## config.mk

```make
export PLATFORM = sky130hd
export DESIGN_NAME = bcd_to_bin_seq_flat
export DESIGN_NICKNAME = d
export VERILOG_FILES = /design/src/rtl/bcd_to_bin_seq_pkg.sv /design/src/rtl/bcd_to_bin_seq_if.sv /design/src/rtl/bcd_mac10.sv /design/src/rtl/bcd_to_bin_seq.sv /design/src/flat_wrapper.sv
export SDC_FILE = /design/constraint.sdc
export NUM_CORES = 1
export LEC_CHECK = 0
export CAP_MARGIN = 20
export CORE_MARGIN = 3
export CORE_UTILIZATION = 35
export DETAILED_ROUTE_END_ITERATION = 10
export GPL_ROUTABILITY_DRIVEN = 0
export PLACE_DENSITY = 0.66
export SETUP_SLACK_MARGIN = 0.15
export SLEW_MARGIN = 0
export SYNTH_ARGS = -nofsm -noshare
export SYNTH_HDL_FRONTEND = slang
export SYNTH_HIERARCHICAL = 1
export SYNTH_SLANG_ARGS = --single-unit
```

## constraint.sdc

```tcl
create_clock -name clk -period 8.3 [get_ports clk]
set_input_delay 1.245 -clock clk [delete_from_list [all_inputs] [get_ports clk]]
set_output_delay 1.245 -clock clk [all_outputs]
set_load 0.05 [all_outputs]
```

## src/rtl/bcd_to_bin_seq_pkg.sv

```systemverilog
// Shared constants and FSM state encoding for the BCD-to-binary converter.
// Contents: default digit count, result width, accumulator width, state enum.
package bcd_to_bin_seq_pkg;

  localparam int unsigned N_DIGITS = 10;
  localparam int unsigned BIN_W    = 32;
  // Four guard bits keep acc*10+d from wrapping for ten digits (max < 2^34).
  localparam int unsigned ACC_W    = BIN_W + 4;
  localparam int unsigned DIGIT_W  = 4;

  typedef enum logic [1:0] {
    IDLE = 2'd0,
    CONV = 2'd1,
    DONE = 2'd2
  } state_e;

endpackage

```

## src/rtl/bcd_to_bin_seq_if.sv

```systemverilog
// Request/result bundle between a requester and the BCD-to-binary converter.
// Signals: start (request pulse), bcd (packed digits, MSD in top nibble),
//          busy, done (one-cycle pulse), bin, overflow, invalid.
// Modports: master = requester side, slave = converter side.
interface bcd_to_bin_seq_if #(
  parameter int unsigned N_DIGITS = bcd_to_bin_seq_pkg::N_DIGITS,
  parameter int unsigned BIN_W    = bcd_to_bin_seq_pkg::BIN_W
);

  logic                    start;
  logic [4*N_DIGITS-1:0]   bcd;
  logic                    busy;
  logic                    done;
  logic [BIN_W-1:0]        bin;
  logic                    overflow;
  logic                    invalid;

  modport master (
    output start, bcd,
    input  busy, done, bin, overflow, invalid
  );

  modport slave (
    input  start, bcd,
    output busy, done, bin, overflow, invalid
  );

endinterface

```

## src/rtl/bcd_mac10.sv

```systemverilog
// Combinational multiply-by-ten-and-add: mac_c = acc*10 + digit,
// built from (acc<<3) + (acc<<1) so no multiplier is inferred.
// Ports: acc (accumulator in), digit (BCD digit), mac_c (result).
module bcd_mac10 #(
  parameter int unsigned ACC_W = bcd_to_bin_seq_pkg::ACC_W
) (
  input  logic [ACC_W-1:0] acc,
  input  logic [3:0]       digit,
  output logic [ACC_W-1:0] mac_c
);

  assign mac_c = (acc << 3) + (acc << 1) + ACC_W'(digit);

endmodule

```

## src/rtl/bcd_to_bin_seq.sv

```systemverilog
// Sequential BCD-to-binary converter, one decimal digit per clock.
// Ports: clk, rst_n (synchronous, active-low), bus (slave side of
//        bcd_to_bin_seq_if: start/bcd in; busy/done/bin/overflow/invalid out).
// Invalid digits short-circuit straight to DONE; results saturate on overflow.
module bcd_to_bin_seq #(
  parameter int unsigned N_DIGITS = bcd_to_bin_seq_pkg::N_DIGITS,
  parameter int unsigned BIN_W    = bcd_to_bin_seq_pkg::BIN_W
) (
  input  logic             clk,
  input  logic             rst_n,
  bcd_to_bin_seq_if.slave  bus
);

  localparam int unsigned ACC_W = BIN_W + 4;
  localparam int unsigned BCD_W = 4 * N_DIGITS;
  localparam int unsigned CNT_W = (N_DIGITS > 1) ? $clog2(N_DIGITS) : 1;

  import bcd_to_bin_seq_pkg::*;

  state_e             state_q, state_d;
  logic [BCD_W-1:0]   sr_q, sr_d;
  logic [ACC_W-1:0]   acc_q, acc_d;
  logic [CNT_W-1:0]   cnt_q, cnt_d;
  logic               busy_q, busy_d;
  logic               done_q, done_d;
  logic [BIN_W-1:0]   bin_q, bin_d;
  logic               ovf_q, ovf_d;
  logic               inv_q, inv_d;

  logic [ACC_W-1:0]   mac_c;
  logic [N_DIGITS-1:0] nib_bad_c;
  logic               any_bad_c;

  // Per-digit range check on the live input, used only in the start cycle.
  for (genvar g = 0; g < N_DIGITS; g++) begin : g_nib
    assign nib_bad_c[g] = (bus.bcd[4*g +: 4] > 4'd9);
  end
  assign any_bad_c = |nib_bad_c;

  bcd_mac10 #(.ACC_W(ACC_W)) u_mac (
    .acc   (acc_q),
    .digit (sr_q[BCD_W-1 -: 4]),
    .mac_c (mac_c)
  );

  // State and datapath registers.
  always_ff @(posedge clk) begin
    if (!rst_n) begin
      state_q <= IDLE;
      sr_q    <= '0;
      acc_q   <= '0;
      cnt_q   <= '0;
      busy_q  <= 1'b0;
      done_q  <= 1'b0;
      bin_q   <= '0;
      ovf_q   <= 1'b0;
      inv_q   <= 1'b0;
    end else begin
      state_q <= state_d;
      sr_q    <= sr_d;
      acc_q   <= acc_d;
      cnt_q   <= cnt_d;
      busy_q  <= busy_d;
      done_q  <= done_d;
      bin_q   <= bin_d;
      ovf_q   <= ovf_d;
      inv_q   <= inv_d;
    end
  end

  // Next-state and next-register logic; result registers load on DONE entry.
  always_comb begin
    state_d = state_q;
    sr_d    = sr_q;
    acc_d   = acc_q;
    cnt_d   = cnt_q;
    done_d  = 1'b0;
    bin_d   = bin_q;
    ovf_d   = ovf_q;
    inv_d   = inv_q;

    case (state_q)
      IDLE: begin
        if (bus.start) begin
          sr_d  = bus.bcd;
          acc_d = '0;
          cnt_d = CNT_W'(N_DIGITS - 1);
          bin_d = '0;
          ovf_d = 1'b0;
          inv_d = 1'b0;
          if (any_bad_c) begin
            inv_d   = 1'b1;
            done_d  = 1'b1;
            state_d = DONE;
          end else begin
            state_d = CONV;
          end
        end
      end

      CONV: begin
        acc_d = mac_c;
        sr_d  = sr_q << 4;
        if (cnt_q == '0) begin
          // Last digit: mac_c is the final value, so results load now.
          state_d = DONE;
          done_d  = 1'b1;
          if (|mac_c[ACC_W-1:BIN_W]) begin
            ovf_d = 1'b1;
            bin_d = '1;
          end else begin
            bin_d = mac_c[BIN_W-1:0];
          end
        end else begin
          cnt_d = cnt_q - CNT_W'(1);
        end
      end

      DONE: begin
        state_d = IDLE;
      end

      default: begin
        state_d = IDLE;
      end
    endcase

    busy_d = (state_d != IDLE);
  end

  assign bus.busy     = busy_q;
  assign bus.done     = done_q;
  assign bus.bin      = bin_q;
  assign bus.overflow = ovf_q;
  assign bus.invalid  = inv_q;

endmodule
```

## src/flat_wrapper.sv

```systemverilog
// flat-port wrapper written by rule: the top's interface ports become plain ports
module bcd_to_bin_seq_flat import bcd_to_bin_seq_pkg::*;
#(
  parameter int unsigned N_DIGITS = bcd_to_bin_seq_pkg::N_DIGITS,
  parameter int unsigned BIN_W    = bcd_to_bin_seq_pkg::BIN_W
)
  (clk, rst_n, bus_start, bus_bcd, bus_busy, bus_done, bus_bin, bus_overflow, bus_invalid);
  bcd_to_bin_seq_if #(.N_DIGITS(N_DIGITS), .BIN_W(BIN_W)) bus_i ();
  input  logic clk;
  input  logic rst_n;
  input wire logic [$bits(bus_i.start)-1:0] bus_start;
  input wire logic [$bits(bus_i.bcd)-1:0] bus_bcd;
  output wire logic [$bits(bus_i.busy)-1:0] bus_busy;
  output wire logic [$bits(bus_i.done)-1:0] bus_done;
  output wire logic [$bits(bus_i.bin)-1:0] bus_bin;
  output wire logic [$bits(bus_i.overflow)-1:0] bus_overflow;
  output wire logic [$bits(bus_i.invalid)-1:0] bus_invalid;
  assign bus_i.start = bus_start;
  assign bus_i.bcd = bus_bcd;
  assign bus_busy = bus_i.busy;
  assign bus_done = bus_i.done;
  assign bus_bin = bus_i.bin;
  assign bus_overflow = bus_i.overflow;
  assign bus_invalid = bus_i.invalid;
  bcd_to_bin_seq #(.N_DIGITS(N_DIGITS), .BIN_W(BIN_W)) u_core (.clk(clk), .rst_n(rst_n), .bus(bus_i));
endmodule
```

==> metrics.yaml, run 1 <==
cts:
  cts_made_buffers: 17
  hold_buffers: 0
  clockRootBuffer: "clkbuf_16"
  path_clk_slew_ns: 0.06
  cts_tree: "yes"
  cts.sinks: 117
  cts_setup_buffers: 0
  clock_latency_ns: 0.42
  htreeDepth: 4
  post_cts_resized: 0
  max-clock-path-buffers: 2
flow_run:
  max_cap_violations: 0
pwr:
  clkPwrFrac: 0.522
  p_per_area_nw_per_um2: 170
  ir_worst_vdd_mv: 0.155
  netSwitchingFraction: 0.253
  p_comb_frac: 0.070
  leakagePower_nw: 3.55
  p_int_mw: 1.08
  p_seq_frac: 0.408
  p_sw_mw: 0.367
floorplan:
  core_area_sq_um: 19500
  die_width_um: 147
  initial_core_util: 0.358
  ios: 79
  fp.dieH_um: 147
  dieArea_sq_um: 21700
  rows: 51
detailed_routing:
  post_drt_wl_per_cell_um: 14.7
  drc: 0
  via_count: 6251
  routed_via_density: 5.31
  totalWireLength_um: 17400
  ant_nets: 0
  drt_iter0_drc: 440
  drt-pass1-iter-count: 4
global_route:
  antenna_found_initial: 0
  grt.total_usage: 0.162
  grt_pass1_vias: 6034
  grt_pass1_wl_um: 29300
  grt_start_max_net_pins: 94
  grt_overflow: 0
timing:
  clock_skew_ns: 0.00786
  worst_slew_pin_slew_ns: 0.957
  rsz0062_at_grt: "false"
  finalWorstSetupSlack_ns: 4.13
  hold_ws_ns: 0.447
  slew_headroom: 0.362
  slew_violations: 0
  post-route-min-period_ns: 4.17
  hold_viol: 0
  finalSetupViolations: 0
  fmax_mhz: 240
  finalCritPeriodShare: 0.502
  setup_tns_ns: 0
cells_and_area:
  final_cells: 1178
  area_growth_pct: 21.8
  nFillCells: 1963
  multi_input_area_sq_um: 4310
  drive_gt1_frac: 0.0613
  seq_area_sq_um: 2340
  final_nets: 1013
  antennaDiodeCount: 0
setup_path:
  cp_max_fo: 33
  arrival_ns: 4.44
  path_class: "flop to flop"
  cp-end-kind: "flop"
  crit_required_ns: 8.57
  critPathLaunchType: "flop"
yosys:
  ys_warn_count: 6
  syn_nets: 968
  synthesis.area_sq_um: 6990
  syn_avg_cell_area_sq_um: 8.18
  synth_cells: 855
place:
  hpwlAfterDp_um: 12100
  place_ws_ns: 4.14
  portBuffers: 78
  dp.cells: 1146
status:
  status: "finished, final reports clean"
min_path:
  hold_path_class: "flop to flop"
area by class of cell:
| cell class | instances | area share |
|---|---|---|
| inverter | 23 | 0.0103 |
| clock inverter | 14 | 0.0195 |
| timing repair buffer | 86 | 0.0988 |
| clock buffer | 18 | 0.0516 |
| tap | 265 | 0.0389 |
| multi-input combinational | 655 | 0.506 |
| sequential | 117 | 0.275 |
final timing paths:
check                    start                 end  slack (ns)  cells after the start
max reg2reg    u_core/acc_q[0]  u_core/bus.bin[17]        4.13                     14
max            u_core/acc_q[0]  u_core/bus.bin[17]        4.13                     14
min reg2reg  u_core/bus.bin[8]   u_core/bus.bin[8]        0.45                      2
min          u_core/bus.bin[8]   u_core/bus.bin[8]        0.45                      2
worst max-delay path, stage by stage (launching register included):
cell and delay, ns:
dfxtp_1 0.36, inv_1 0.07, fa_1 0.52, fa_1 0.46, nand2b_1 0.18, a21o_1 0.18, a211oi_1 0.36, o21ai_1 0.24
o21ai_1 0.26, a211oi_1 0.13, xnor2_1 0.15, or4_1 0.51, buf_4 0.27, o211ai_1 0.23, a21oi_1 0.09
state kept, by name, indices dropped and copies added (netlist names):
signal	count
u_core/sr_q	40
u_core/acc_q	35
u_core/bus.bin	32
u_core/cnt_q	4
u_core/state_q	2
u_core/bus.busy	1
u_core/bus.done	1
u_core/bus.invalid	1
u_core/bus.overflow	1
metal layers:
layer	vias to the layer above	GRT usage	part of all wire
met4	0	0.0485	0.013
met1	2895	0.221	0.48
li1	3197	-	-
met2	138	0.253	0.45
met5	-	0	0
met3	21	0.0407	0.053
placed cells by master (no fill, tap or decap), types with 17 or more instances in the layout:
master	instances
a311oi_1	33
dfxtp_1	117
clkbuf_16	17
a22oi_1	39
ha_1	68
a21oi_1	65
nand2_1	116
o21ai_0	31
inv_1	22
a21o_1	19
o211ai_1	37
clkdlybuf4s50_1	78
xnor2_1	22
nor2_1	102
stage by stage:
| stage | instance area, sq um | util | total power [mW] |
|---|---|---|---|
| 2_1_floorplan | 6990 | - | 0.664 |
| 3_3_place_gp | 7910 | 0.405 | 0.703 |
| 3_5_place_dp | 7910 | 0.405 | 0.704 |
| 4_1_cts | 8510 | 0.436 | 1.46 |
| 5_1_grt | 8510 | 0.436 | 1.50 |
| 6_report | 8510 | 0.436 | 1.45 |
power groups by stage:
stage                     logic (mW)  clock network (mW)  registers [mW]
final                          0.101               0.756           0.591
after CTS                      0.102               0.771           0.591
after detailed placement       0.101                   0           0.603
after global placement         0.101                   0           0.603
after floorplan               0.0614                   0           0.603
after global routing           0.113               0.793           0.593
Note: power is estimated with default switching activity, not from simulation.
==> inputs of run 2 (changes only) <==
clock period = 4 ns   (was 8.3 ns; I/O delays follow)
==> run 2 against run 1 <==
Largest cell class unchanged. Combinational power grew 110%. Final cell count grew 1.8%. Final area grew 3.0%. Setup slack lost 4.0 ns. Critical path type unchanged.
==> metrics.yaml, run 2 (synthesis results as in run 1) <==
global_route:
  grt.total_usage: 0.165
  grt_pass1_vias: 5996
  grt_pass1_wl_um: 29800
  grt_start_max_net_pins: 77
  antenna_found_initial: 0
  grt_overflow: 0
timing:
  slew_violations: 0
  finalCritPeriodShare: 0.958
  post-route-min-period_ns: 3.83
  fmax_mhz: 261
  finalSetupViolations: 0
  slew_headroom: 0.498
  rsz0062_at_grt: "true"
  setup_tns_ns: 0
  worst_slew_pin_slew_ns: 0.753
  clock_skew_ns: 0.00880
  hold_viol: 0
detailed_routing:
  ant_nets: 0
  post_drt_wl_per_cell_um: 15.3
  routed_via_density: 5.34
  via_count: 6405
  drc: 0
  drt-pass1-iter-count: 4
  drt_iter0_drc: 438
  totalWireLength_um: 18400
cts:
  path_clk_slew_ns: 0.06
  clock_latency_ns: 0.42
  cts.sinks: 117
  cts_tree: "yes"
  cts_made_buffers: 17
  htreeDepth: 4
  max-clock-path-buffers: 2
  clockRootBuffer: "clkbuf_16"
pwr:
  p_seq_frac: 0.437
  p_int_mw: 2.09
  clkPwrFrac: 0.488
  netSwitchingFraction: 0.257
  p_comb_frac: 0.075
  p_per_area_nw_per_um2: 320
  p_sw_mw: 0.721
  leakagePower_nw: 3.66
  ir_worst_vdd_mv: 0.301
flow_run:
  max_cap_violations: 0
cells_and_area:
  regMostFlops: "u_core/sr_q"
  most-common-layout-cells: "nand2_1, dfxtp_1, nor2_1"
  final_nets: 1034
  antennaDiodeCount: 0
  largest_reg_flops: 40
  fin_area_sq_um: 8770
  drive_gt1_frac: 0.0953
  final_common_cell: "nand2_1"
  area_growth_pct: 25.4
place:
  placed_cell_area_sq_um: 8000
  hpwlAfterDp_um: 12100
  portBuffers: 78
setup_path:
  crit_required_ns: 4.29
  path_cells: "inv_2 -> fa_1 -> inv_1 -> ha_1 -> a21o_1 -> nand4_1 -> a21oi_4 -> a211oi_4 -> nor2_4 -> o2111a_1 -> a211o_1 -> or4_4 -> clkbuf_16 -> o211ai_1 -> a21oi_1"
  critPathLaunchType: "flop"
  max_stage_delay_ns: 0.61
  cp-end-kind: "flop"
  cp_max_fo: 8
  path_class: "flop to flop"
  critPathLaunch: "u_core/acc_q[0]"
  r2r-start: "u_core/acc_q[0]"
  arrival_ns: 4.12
  crit_slowest_cell: "or4_4"
status:
  status: "finished, final reports clean"
min_path:
  hold_path_class: "flop to flop"
  hp-start: "u_core/bus.bin[14]"
floorplan:
  dieArea_sq_um: 21700
  ios: 79
  rows: 51
  initial_core_util: 0.358
  die_width_um: 147
  core_area_sq_um: 19500
  fp.dieH_um: 147
-- run 2: cell types whose count changed in the layout (fill, tap and decap cells not counted), sizes merged --
cell and delta:
buf +18, clkinv +8, clkbuf +3, bufinv -2
clkinvlp -1, inv -5
-- run 2: layer usage --
| metal | routed length [um] | share of wire | GRT usage | vias up |
|---|---|---|---|---|
| met5 | 0 | 0 | 0 | - |
| met1 | 8920 | 0.49 | 0.226 | 2973 |
| met2 | 8270 | 0.45 | 0.255 | 150 |
| li1 | - | - | - | 3254 |
| met4 | 287 | 0.016 | 0.0503 | 0 |
| met3 | 894 | 0.049 | 0.0426 | 28 |
-- run 2: what timing repair did --
action	4_1_cts	5_1_grt
setup endpoints to repair	33	33
buffers inserted	0	8
endpoints found under the hold margin	0	0
pin swaps	7	29
gates cloned	0	4
hold buffers	0	0
resized for setup	9	9
-- run 2: worst paths after layout --
kind                             end  cells past startpoint  slack (ns)
hold reg to reg   u_core/bus.bin[14]                      2        0.45
setup / recovery  u_core/bus.bin[29]                     15        0.17
hold / removal    u_core/bus.bin[14]                      2        0.45
setup reg to reg  u_core/bus.bin[29]                     15        0.17
-- run 2: area by class of cell --
type	count	area, sq um
well taps	265	332
clock inverters	14	105
inverters	23	87.6
multi-input cells	655	4390
clock buffers	18	429
fillers	1992	10800
flip-flops and latches	117	2340
repair buffers	107	1080
-- run 2: critical path: cells and delay by family (launching register included) --
family | cells | cell delay (ns)
compound gates | 7 | 1.38
simple gates | 3 | 0.86
fa+ha+maj | 2 | 0.83
flops | 1 | 0.33
buf+inv | 3 | 0.30
-- run 2: power groups by stage --
stage               logic (mW)  registers (mW)  clock network, mW
global route             0.236            1.23               1.46
floorplan                0.127            1.25                  0
global placement         0.212            1.25                  0
CTS                      0.213            1.23               1.41
finish                   0.211            1.23               1.37
detailed placement       0.213            1.25                  0
-- run 2: stage by stage --
step	setup WS, ns	hold slack, ns	utilization	total power [mW]	instances
after CTS	0.177	0.450	0.440	2.85	1187
after detailed placement	0.00429	0.442	0.410	1.46	1155
after global routing	-0.0111	0.468	0.449	2.93	1199
after floorplan	0.261	0.455	-	1.38	855
final	0.167	0.448	0.449	2.81	1199
after global placement	0.190	0.439	0.410	1.46	1155
